## src/rtl/pong_renderer.sv

```systemverilog
// Two-stage Pong pixel renderer: paddles, ball, border and background with a goal flash.
// Optional dashed centre net is enabled by defining PONG_CENTER_LINE_EN.
module pong_renderer #(
    parameter int H_ACTIVE     = 640,
    parameter int V_ACTIVE     = 480,
    parameter int COORD_W      = 10,
    parameter int COLOR_W      = 4,
    parameter int PADDLE_HW    = 5,
    parameter int PADDLE_HH    = 25,
    parameter int BALL_HW      = 5,
    parameter int BALL_HH      = 5,
    parameter int PADDLE1X     = 20,
    parameter int PADDLE2X     = 620,
    parameter int FLASH_FRAMES = 30
) (
    input  logic               VGA_CLOCK,
    input  logic               RESET,
    input  logic [COORD_W-1:0] XPOS,
    input  logic [COORD_W-1:0] YPOS,
    input  logic               DISP_EN,
    input  logic [COORD_W-1:0] PADDLE1Y,
    input  logic [COORD_W-1:0] PADDLE2Y,
    input  logic [COORD_W-1:0] BALLX,
    input  logic [COORD_W-1:0] BALLY,
    input  logic               GOAL,
    output logic [COLOR_W-1:0] R,
    output logic [COLOR_W-1:0] G,
    output logic [COLOR_W-1:0] B,
    output logic               FLASH_ACTIVE
);

    localparam int SW    = COORD_W + 2;
    localparam int CNT_W = ($clog2(FLASH_FRAMES + 1) > 0) ? $clog2(FLASH_FRAMES + 1) : 1;
    localparam logic [COLOR_W-1:0] CMAX = {COLOR_W{1'b1}};

    // Distance is taken in two extra signed bits so objects at the screen edges never wrap.
    function automatic logic near(input logic [COORD_W-1:0] p,
                                  input logic [COORD_W-1:0] c,
                                  input int h);
        logic signed [SW-1:0] d;
        d = $signed({2'b00, p}) - $signed({2'b00, c});
        if (d < 0) d = -d;
        return d < $signed(SW'(h));
    endfunction

    logic               cap;
    logic [COORD_W-1:0] sh_p1y, sh_p2y, sh_bx, sh_by;
    logic [CNT_W-1:0]   flash_cnt;

    assign cap = (XPOS == '0) && (YPOS == COORD_W'(V_ACTIVE));

    always_ff @(posedge VGA_CLOCK or posedge RESET) begin
        if (RESET) begin
            sh_p1y <= COORD_W'(V_ACTIVE / 2);
            sh_p2y <= COORD_W'(V_ACTIVE / 2);
            sh_bx  <= COORD_W'(H_ACTIVE / 2);
            sh_by  <= COORD_W'(V_ACTIVE / 2);
        end else if (cap) begin
            sh_p1y <= PADDLE1Y;
            sh_p2y <= PADDLE2Y;
            sh_bx  <= BALLX;
            sh_by  <= BALLY;
        end
    end

    // A goal always (re)loads the counter, even when it coincides with a capture.
    always_ff @(posedge VGA_CLOCK or posedge RESET) begin
        if (RESET) begin
            flash_cnt    <= '0;
            FLASH_ACTIVE <= 1'b0;
        end else if (GOAL) begin
            flash_cnt    <= CNT_W'(FLASH_FRAMES);
            FLASH_ACTIVE <= (CNT_W'(FLASH_FRAMES) != '0);
        end else if (cap && (flash_cnt != '0)) begin
            flash_cnt    <= flash_cnt - CNT_W'(1);
            FLASH_ACTIVE <= (flash_cnt != CNT_W'(1));
        end
    end

    logic s1_p1, s1_p2, s1_ball, s1_border, s1_en;
`ifdef PONG_CENTER_LINE_EN
    logic s1_net;
`endif

    always_ff @(posedge VGA_CLOCK or posedge RESET) begin
        if (RESET) begin
            s1_p1     <= 1'b0;
            s1_p2     <= 1'b0;
            s1_ball   <= 1'b0;
            s1_border <= 1'b0;
            s1_en     <= 1'b0;
`ifdef PONG_CENTER_LINE_EN
            s1_net    <= 1'b0;
`endif
        end else begin
            s1_p1     <= near(XPOS, COORD_W'(PADDLE1X), PADDLE_HW) && near(YPOS, sh_p1y, PADDLE_HH);
            s1_p2     <= near(XPOS, COORD_W'(PADDLE2X), PADDLE_HW) && near(YPOS, sh_p2y, PADDLE_HH);
            s1_ball   <= near(XPOS, sh_bx, BALL_HW) && near(YPOS, sh_by, BALL_HH);
            s1_border <= (XPOS == '0) || (XPOS == COORD_W'(H_ACTIVE - 1)) ||
                         (YPOS == '0) || (YPOS == COORD_W'(V_ACTIVE - 1));
            s1_en     <= DISP_EN;
`ifdef PONG_CENTER_LINE_EN
            s1_net    <= ((XPOS == COORD_W'(H_ACTIVE / 2 - 1)) || (XPOS == COORD_W'(H_ACTIVE / 2)))
                         && !YPOS[3];
`endif
        end
    end

    logic fg;

    always_comb begin
        fg = s1_p1 | s1_p2 | s1_ball | s1_border;
`ifdef PONG_CENTER_LINE_EN
        fg = fg | s1_net;
`endif
    end

    // Background colour follows the live flash state, not the state when the pixel entered.
    always_ff @(posedge VGA_CLOCK or posedge RESET) begin
        if (RESET) begin
            R <= '0;
            G <= '0;
            B <= '0;
        end else if (!s1_en) begin
            R <= '0;
            G <= '0;
            B <= '0;
        end else if (fg) begin
            R <= CMAX;
            G <= CMAX;
            B <= CMAX;
        end else if (FLASH_ACTIVE) begin
            R <= CMAX;
            G <= '0;
            B <= '0;
        end else begin
            R <= '0;
            G <= '0;
            B <= CMAX;
        end
    end

endmodule

```

## config.mk

```make
export PLATFORM = sky130hd
export DESIGN_NAME = pong_renderer
export DESIGN_NICKNAME = d
export VERILOG_FILES = /design/src/rtl/pong_renderer.sv
export SDC_FILE = /design/constraint.sdc
export NUM_CORES = 1
export LEC_CHECK = 0
export ABC_AREA = 1
export BUFFER_PORTS_ARGS = -buffer_cell sky130_fd_sc_hd__buf_4
export CAP_MARGIN = 15
export CORE_MARGIN = 2
export CORE_UTILIZATION = 65
export CTS_BUF_LIST = sky130_fd_sc_hd__clkbuf_8
export CTS_CLUSTER_SIZE = 14
export DETAILED_ROUTE_END_ITERATION = 16
export PLACE_DENSITY = 0.88
export SLEW_MARGIN = 40
export SYNTH_ARGS = -nofsm -noshare
export SYNTH_HDL_FRONTEND = slang
export SYNTH_SLANG_ARGS = --single-unit
```

## constraint.sdc

```tcl
create_clock -name VGA_CLOCK -period 4.2 [get_ports VGA_CLOCK]
set_input_delay 0.21 -clock VGA_CLOCK [delete_from_list [all_inputs] [get_ports VGA_CLOCK]]
set_output_delay 0.21 -clock VGA_CLOCK [all_outputs]
set_load 0.02 [all_outputs]
```

* Word level (Yosys, flattened, before mapping) *
Cells that the tools add are included.

operators by class
  add/sub/neg operators = 13
  order comparisons = 12
  equality and inequality tests = 4
  muxes and demuxes = 18
  bitwise gates (word level) = 3
  reductions and logical operators = 12

operators with widths
  kind                                                                           count
  12-bit 2-to-1 mux                                                              6
  11-bit negation with 12-bit output                                             6
  11-bit by 1-bit less-than comparator with 1-bit output, second input constant  6
  12-bit by 4-bit less-than comparator with 1-bit output, second input constant  4
  10-bit by 10-bit subtractor with 11-bit output                                 4
  4-bit 2-to-1 mux                                                               8
  12-bit by 6-bit less-than comparator with 1-bit output, second input constant  2
  10-bit by 9-bit equality test with 1-bit output, second input constant         2
  10-bit zero test                                                               2
  10-bit by 10-bit subtractor with 11-bit output, second input constant          1
  10-bit by 5-bit subtractor with 11-bit output, second input constant           1
  10-bit equality test, second input constant                                    1
  5-bit 2-to-1 mux                                                               2
  1-bit logical AND                                                              5
  5-bit by 1-bit != test with 1-bit output, second input constant                1
  5-bit nonzero test                                                             1
  5-bit by 1-bit subtractor with 5-bit output, second input constant             1
  1-bit logical OR                                                               3
  1-bit OR                                                                       3
  1-bit 2-to-1 mux                                                               2
  2-bit nonzero test                                                             1

word-level totals
  flip-flop bits (word level) = 63
  output and inout port bits = 13
  logic and storage cells = 76

* Depth between registers and ports, before layout *
Gate-level depths: netlist of the first run.

  word-level depth = 5
  mapped depth = 19
  depth with buffers taken out = 19

* Worst setup path after synthesis of the first run *
OpenSTA, ideal clock, no wires.

  path kind = register -> register
  from = register sh_bx[0]
  to = register s1_ball
  setup time = 71 ps
  data arrival time = 2083 ps
  slack = 2046 ps
  stages on the path, launching flop included = 18
  buffers on the path = 0
  path through = dfrtp_1 > ha_1 > inv_1 > fa_1 > inv_1 > ha_1 > inv_1 > nor2_1 > nand2_1 > nor2_1 > nand2_1 > nand2_4 > nand2_1 > nand2_1 > nand2_1 > nor2_1 > nand2_1 > nor2_1

on the way
  word-level cells in the longest chain between the ends = 5
  elaborated cells on any way between the ends = 6

RTL lines
  item                                                                                                          line  text
  start: declaration                                                                                            47    logic [COORD_W-1:0] sh_p1y, sh_p2y, sh_bx, sh_by;
  start signal: assignment                                                                                      56    sh_bx <= COORD_W'(H_ACTIVE / 2);
  10-bit by 10-bit subtractor with 11-bit output *                                                              41    d = $signed({2'b00, p}) - $signed({2'b00, c});
  11-bit negation with 12-bit output or 11-bit by 1-bit less-than comparator with 1-bit output (tied branches)  42    if (d < 0) d = -d;
  12-bit 2-to-1 mux *                                                                                           42
  12-bit by 4-bit less-than comparator with 1-bit output *                                                      43    return d < $signed(SW'(h));
  1-bit logical AND *                                                                                           98    s1_ball <= near(XPOS, sh_bx, BALL_HW) && near(YPOS, sh_by, BALL_HH);
  end signal: assignment                                                                                        98
  end: declaration                                                                                              80    logic s1_p1, s1_p2, s1_ball, s1_border, s1_en;

Mark *: on every way between the ends. The rest lies on a longest branch, timed or not.
A chain may end at the register's enable or synchronous reset.

* Worst setup path in the final report of the first run *
  from = register sh_p2y[0]
  to = register s1_p2

on the way
  word-level cells in the longest chain between the ends = 5
  elaborated cells on any way between the ends = 6

RTL lines
  item                                                                                                          line  text
  start: declaration                                                                                            47
  start signal: assignment                                                                                      55    sh_p2y <= COORD_W'(V_ACTIVE / 2);
  10-bit by 10-bit subtractor with 11-bit output *                                                              41
  11-bit negation with 12-bit output or 11-bit by 1-bit less-than comparator with 1-bit output (tied branches)  42
  12-bit 2-to-1 mux *                                                                                           42
  12-bit by 6-bit less-than comparator with 1-bit output *                                                      43
  1-bit logical AND *                                                                                           97    s1_p2 <= near(XPOS, COORD_W'(PADDLE2X), PADDLE_HW) && near(YPOS, sh_p2y, PADDLE_HH);
  end signal: assignment                                                                                        97
  end: declaration                                                                                              80

Marks and branches as above.

==> flow_summary.toml, run 1 <==
[run_status]
outcome = "complete, no violations"

[clock_network]
clock_sinks = 54
root_buffer = "clkbuf_8"
clk-insertion-delay-late_ns = 0.33
cts_tree = "done"
post_cts_buffers = 0
h-tree-depth = 2
clk_path_buf_depth = 2
path_clk_slew_ns = 0.11
numCtsBuffers = 5

[sta]
tightest_slew_ns = 0.751
finalClockSkew_ns = 0.0111
worst_hold_slack_ns = 0.0749
timing.final.crit_period_ns = 2.54
fin_tns_setup_ns = 0
max_freq_ghz = 0.394
maxSlewHeadroom = 0.495
rsz0062_at_grt = "false"
setup_viol_count_final = 0
period_share = 0.605
setup_ws_ns = 1.66
finalHoldViolCount = 0
slew_violations = 0

[global_route]
grt_max_degree = 55
grt_usage = 0.302
grt_pass1_wl_um = 25400
gr-total-overflow = 0
grt_pass1_vias = 5781
antenna_found_initial = 0

[routing]
ant_nets = 0
via_per_inst = 5.16
num_vias = 6321
drt-total-wl_um = 14700
dr.pass1.iters = 5
drt_iter0_markers = 324
drc = 0
wl_per_cell_um = 12.0

[yosys]
synth-edff-count = 0
ys_types = 41
synthAdderAreaFrac = 0.118
synth_top_family_by_area = "simple AND/OR/NAND/NOR gates"
synth_compound_area_frac = 0.0881
mappedNetlistNets = 1154
synth_area_um2 = 6190
syn_inst = 1034
synth_xor_area_frac = 0.0212
yosysWarnings = 0
synth-simple-area-share = 0.425
synth_seq_cells = 54
ys_async_sr_fraction = 1.00
muxShareOfSynthArea = 0
syn_area_per_cell_um2 = 5.99
synthFlopType = "dfrtp_1"
ys_seq_area_frac = 0.221

[layout]
diodes = 0
area_growth_syn_to_layout_pct = 11.5
num-nets-final = 1216
layout-drive-gt1-share = 0.112

[floorplanning]
boundaryPins = 77
die_y_um = 102
rows = 35
die_area_um2 = 10300
start_util = 0.670
core_um2 = 9240
die_width_um = 102

[worst_hold_path]
hold_class = "primary input to asynchronous set/reset pin"

[power_and_ir_drop]
vdd_drop_max_v = 0.000171
power_density_nw_per_um2 = 181
p_leak_nw = 4.14

[critical_path]
startpoint_type = "flip-flop"
worstSetupPathType = "flip-flop to flip-flop"
critical_path_arrival_ns = 2.81
crit_path_end_kind = "flip-flop"
worstPathRequired_ns = 4.47
path_max_fanout = 14

[placed_design]
hpwl_um = 11700
gp_congestion = 0.937
post-place-ws_ns = 1.61
port_buffers = 76

[flow_run]
cap_viol_max_count = 0
-- synthesized netlist by cell type (all sizes together) (4+ instances only) --
| master | count | area [um^2] |
|---|---|---|
| nand4 | 16 | 100 |
| nand3b | 12 | 90.1 |
| nor4 | 4 | 25.0 |
| ha | 52 | 651 |
| xnor2 | 4 | 35.0 |
| nor3 | 7 | 40.0 |
| xor2 | 11 | 96.3 |
| buf | 21 | 155 |
| nor2 | 95 | 364 |
| nand3 | 101 | 510 |
| dfstp | 14 | 368 |
| o21bai | 6 | 45.0 |
| dfrtp | 40 | 1000 |
| nand2 | 383 | 1480 |
| a21oi | 29 | 160 |
| inv | 165 | 619 |
| o21ai | 56 | 280 |
| fa | 4 | 80.1 |
-- worst paths after layout --
check                                      startpoint                        to  slack [ns]  cells after the start
worst max-delay path            sh_p2y[0]$_DFFE_PP0P_           s1_p2$_DFF_PP0_        1.66                     13
worst min-delay path                            RESET  flash_cnt[0]$_DFFE_PP0P_        0.07                      3
worst max register to register  sh_p2y[0]$_DFFE_PP0P_           s1_p2$_DFF_PP0_        1.66                     13
worst min register to register        s1_en$_DFF_PP0_            R[2]$_DFF_PP0_        0.50                      2
max in group asynchronous                       RESET     sh_p2y[2]$_DFFE_PP0P_        3.67                      3
min in group VGA_CLOCK                       BALLY[9]      sh_by[9]$_DFFE_PP0P_        0.08                      3
-- registers in the layout (all words and copies together) (netlist names) --
signal,cells
s1_border,1
sh_p1y,10
s1_en,1
sh_p2y,10
G,1
R,1
flash_cnt,5
s1_ball,1
sh_by,10
s1_p2,1
FLASH_ACTIVE,1
B,1
s1_p1,1
sh_bx,10
-- logic make-up (layout without fill, tap and decap cells) --
logic type | after synthesis | in the layout
fa+ha+maj | 56 | 56
flops | 54 | 54
simple gates | 622 | 622
compound gates | 98 | 98
xor+xnor | 15 | 15
buf+inv | 189 | 252
-- metrics by stage --
step	util	area (um^2)	std cells	total power, mW
floorplan	-	6190	1034	0.758
global placement	0.733	6780	1217	0.864
detailed placement	0.733	6780	1217	0.869
CTS	0.747	6900	1226	1.25
global route	0.747	6900	1226	1.32
finish	0.747	6900	1226	1.25
-- layout by cell type (no fill, tap or decap), types with 3 or more instances in the layout --
master and count:
a21oi_1 27, buf_4 78, clkbuf_8 5, dfrtp_1 40, dfstp_2 14, fa_1 4, ha_1 52, inv_1 160
inv_2 5, nand2_1 374, nand2_2 6, nand2_4 3, nand3_1 100, nand3b_1 12, nand4_1 16, nor2_1 94
nor3_1 6, nor4_1 4, o21ai_0 54, o21bai_1 6, xnor2_1 4, xor2_1 11
-- layout make-up --
class                      instances  area [um^2]
clock buffer                       5         68.8
sequential                        54         1370
multi-input combinational        791         4040
inverter                         165          619
fill                             790         2340
tap                              129          161
timing repair buffer              79          596
clock inverter                     3         48.8
-- worst max-delay path, stage by stage (launching register included) --
cell      delay (ns)
dfrtp_1         0.37
ha_1            0.15
inv_1           0.06
fa_1            0.41
nand2_1         0.08
nand2_1         0.09
nand3b_1        0.12
nand2_1         0.09
a21oi_2         0.46
o21ai_0         0.21
xor2_1          0.18
nand3_1         0.09
nand3_1         0.07
nor2_1          0.10
-- timing repair --
action / in CTS / in global routing
hold endpoints to repair: 1 / 0
hold buffers: 1 / 0
resized for setup: 0 / 0
-- metal layers --
| metal | vias to the layer above | global-route usage | share of wire |
|---|---|---|---|
| li1 | 3364 | - | - |
| met1 | 2763 | 0.397 | 0.46 |
| met2 | 166 | 0.525 | 0.46 |
| met3 | 28 | 0.0366 | 0.058 |
| met4 | 0 | 0.0780 | 0.020 |
| met5 | - | 0 | 0 |
-- report_power, final --
part	internal (mW)	total, mW	leakage, nW	switching, mW
clock	0.182	0.384	0.0563	0.202
sequential	0.523	0.524	0.559	0.00136
combinational	0.133	0.341	3.52	0.209
total	0.837	1.25	4.14	0.412
(Power assumes the default switching activity.)
==> inputs of run 2 (changes only) <==
--- a/config.mk
+++ b/config.mk
@@ -9,11 +9,11 @@
 export BUFFER_PORTS_ARGS = -buffer_cell sky130_fd_sc_hd__buf_4
 export CAP_MARGIN = 15
 export CORE_MARGIN = 2
-export CORE_UTILIZATION = 65
+export CORE_UTILIZATION = 55
 export CTS_BUF_LIST = sky130_fd_sc_hd__clkbuf_8
 export CTS_CLUSTER_SIZE = 14
 export DETAILED_ROUTE_END_ITERATION = 16
-export PLACE_DENSITY = 0.88
+export PLACE_DENSITY = 0.79
 export SLEW_MARGIN = 40
 export SYNTH_ARGS = -nofsm -noshare
 export SYNTH_HDL_FRONTEND = slang
==> constraint.sdc (replaced) <==
create_clock -name VGA_CLOCK -period 2.1 [get_ports VGA_CLOCK]
set_input_delay 0.105 -clock VGA_CLOCK [delete_from_list [all_inputs] [get_ports VGA_CLOCK]]
set_output_delay 0.105 -clock VGA_CLOCK [all_outputs]
set_load 0.02 [all_outputs]
==> flow_summary.toml, run 2 (same netlist as run 1, synthesis figures left out) <==
[critical_path]
endpoint = "s1_p2$_DFF_PP0_"
crit_buf_inv = 2
crit_path_end_kind = "flip-flop"
worstSetupPathType = "flip-flop to flip-flop"
crit_family = "simple AND/OR/NAND/NOR gates"
path_max_fanout = 3
rrSetupSlack_ns = -0.23
worstPathRequired_ns = 2.35
startpoint_type = "flip-flop"
crit_path_top_delay_cell = "dfstp_2"
crit_start = "sh_p2y[5]$_DFFE_PP1P_"
critical_path_arrival_ns = 2.59
crit_path_max_incr_delay_ns = 0.53
crit_top_cell = "nand2_1"
path_cells = "inv_1 > ha_1 > a21oi_1 > nor2_1 > nor2_1 > nand2_1 > nand2_1 > nand2_1 > o21ai_1 > nand2_1 > nand2_1 > nand2_1 > inv_1 > nand3_1 > nor2_1"
reg2reg_to = "s1_p2$_DFF_PP0_"
r2r-start = "sh_p2y[5]$_DFFE_PP1P_"
worstRegToRegCells = 15
crit_cells = 15

[clock_network]
cts_tree = "done"
root_buffer = "clkbuf_8"
clk-insertion-delay-late_ns = 0.31
path_clk_slew_ns = 0.11
clock_sinks = 54
h-tree-depth = 2
clk_path_buf_depth = 2
numCtsBuffers = 5

[layout]
diodes = 0
layout-drive-gt1-share = 0.219
layout_commonest_cell = "nand2_1"
final_cell_mix = "357 x nand2_1, 148 x inv_1, 139 x buf_4, 90 x nand3_1, 83 x nor2_1"
fin_util = 0.720
final_cells = 1317
num-nets-final = 1296
area_growth_syn_to_layout_pct = 27.1

[global_route]
gr-total-overflow = 0
antenna_found_initial = 0
grt_pass1_wl_um = 26300
grt_pass1_vias = 6045
grt_usage = 0.270
grt_max_degree = 61

[run_status]
violations = "negative setup slack"
outcome = "complete, but fails checks"

[routing]
wl_per_cell_um = 12.6
met1Wirelength_um = 7400
drt-total-wl_um = 16600
dr.pass1.iters = 5
highest_layer = "met4"
wl_met2_um = 8190
drc = 0
drt_iter0_markers = 301
via_per_inst = 5.15
num_vias = 6782
ant_nets = 0
met3WireLength_um = 671

[placed_design]
placed_cells = 1281
port_buffers = 76
gp_congestion = 0.883
hpwl_um = 12500

[sta]
fin_tns_setup_ns = -0.473
tightest_slew_ns = 0.558
slew_violations = 0
timing.final.crit_period_ns = 2.33
period_share = 1.11
finalHoldViolCount = 0
max_freq_ghz = 0.429
maxSlewHeadroom = 0.624
rsz0062_at_grt = "true"
setup_ws_ns = -0.233
setup_viol_count_final = 3
worst_hold_slack_ns = 0.00113
finalClockSkew_ns = 0.00942

[power_and_ir_drop]
power_density_nw_per_um2 = 321
vdd_drop_max_v = 0.000270
p_leak_nw = 4.53

[flow_run]
cap_viol_max_count = 0

[floorplanning]
boundaryPins = 77
die_width_um = 110
die_area_um2 = 12100
rows = 38
start_util = 0.566
core_um2 = 10900
die_y_um = 110

[worst_hold_path]
hold_class = "primary input to flip-flop"
## run 2: cell types whose count changed in the layout (fill, tap and decap cells not counted), moves of 8 or more
| cell | change |
|---|---|
| inv_2 | +10 |
| nand2_2 | +15 |
| inv_1 | -12 |
| nand3_1 | -10 |
| dlygate4sd3_1 | +15 |
| nand2_1 | -17 |
| ha_1 | -10 |
| nor2_2 | +8 |
| nor2_1 | -11 |
| nand3_2 | +9 |
| buf_4 | +61 |
## run 2: worst register-to-register path, delay by kind of cell, from the launching register on
family / cells / cell delay (ns)
and+or+nand+nor: 10 / 0.85
adders and majority gates: 1 / 0.30
AOI/OAI and AO/OA: 2 / 0.50
buffers and inverters: 2 / 0.09
DFF: 1 / 0.53
## run 2: worst min path at each step
stage / start / endpoint / depth (start not counted)
2_1_floorplan: DISP_EN / s1_en$_DFF_PP0_ / 0
3_3_place_gp: RESET / s1_en$_DFF_PP0_ / 2
3_5_place_dp: RESET / FLASH_ACTIVE$_DFFE_PP0P_ / 2
4_1_cts: PADDLE1Y[4] / sh_p1y[4]$_DFFE_PP1P_ / 3
5_1_grt: BALLX[6] / sh_bx[6]$_DFFE_PP1P_ / 3
6_report: PADDLE1Y[4] / sh_p1y[4]$_DFFE_PP1P_ / 3
## run 2: final cells by class
class,count,area (um^2)
clock inverter,2,17.5
inverter,165,624
timing repair buffer,158,1270
tap,140,175
clock buffer,6,82.6
fill,933,3060
sequential,54,1370
multi-input combinational,792,4340
## run 2: layer usage
layer | vias to the layer above | global-route usage
met2 | 170 | 0.485
met3 | 29 | 0.0300
met4 | 0 | 0.0643
met1 | 3051 | 0.347
met5 | - | 0
li1 | 3532 | -
## run 2: repair_timing
item,in CTS,in global routing
setup buffers,2,8
gates resized for setup,28,47
hold endpoints to repair,28,1
gates cloned,1,1
endpoints found under the setup margin,3,3
hold buffers,15,1
pin swaps,12,25
## run 2: power breakdown
part / leakage (nW) / switching (mW) / internal, mW
clock network: 0.0514 / 0.379 / 0.273
registers: 0.559 / 0.00288 / 1.05
logic: 3.92 / 0.470 / 0.354
## run 2: per-stage QoR
| stage | total power, mW | worst slack, ns | cell area (um^2) |
|---|---|---|---|
| 6_report | 2.53 | -0.233 | 7880 |
| 5_1_grt | 2.68 | -0.408 | 7880 |
| 4_1_cts | 2.49 | -0.160 | 7590 |
| 3_5_place_dp | 1.80 | -0.169 | 7240 |
| 3_3_place_gp | 1.80 | -0.136 | 7240 |
| 2_1_floorplan | 1.52 | 0.00243 | 6230 |
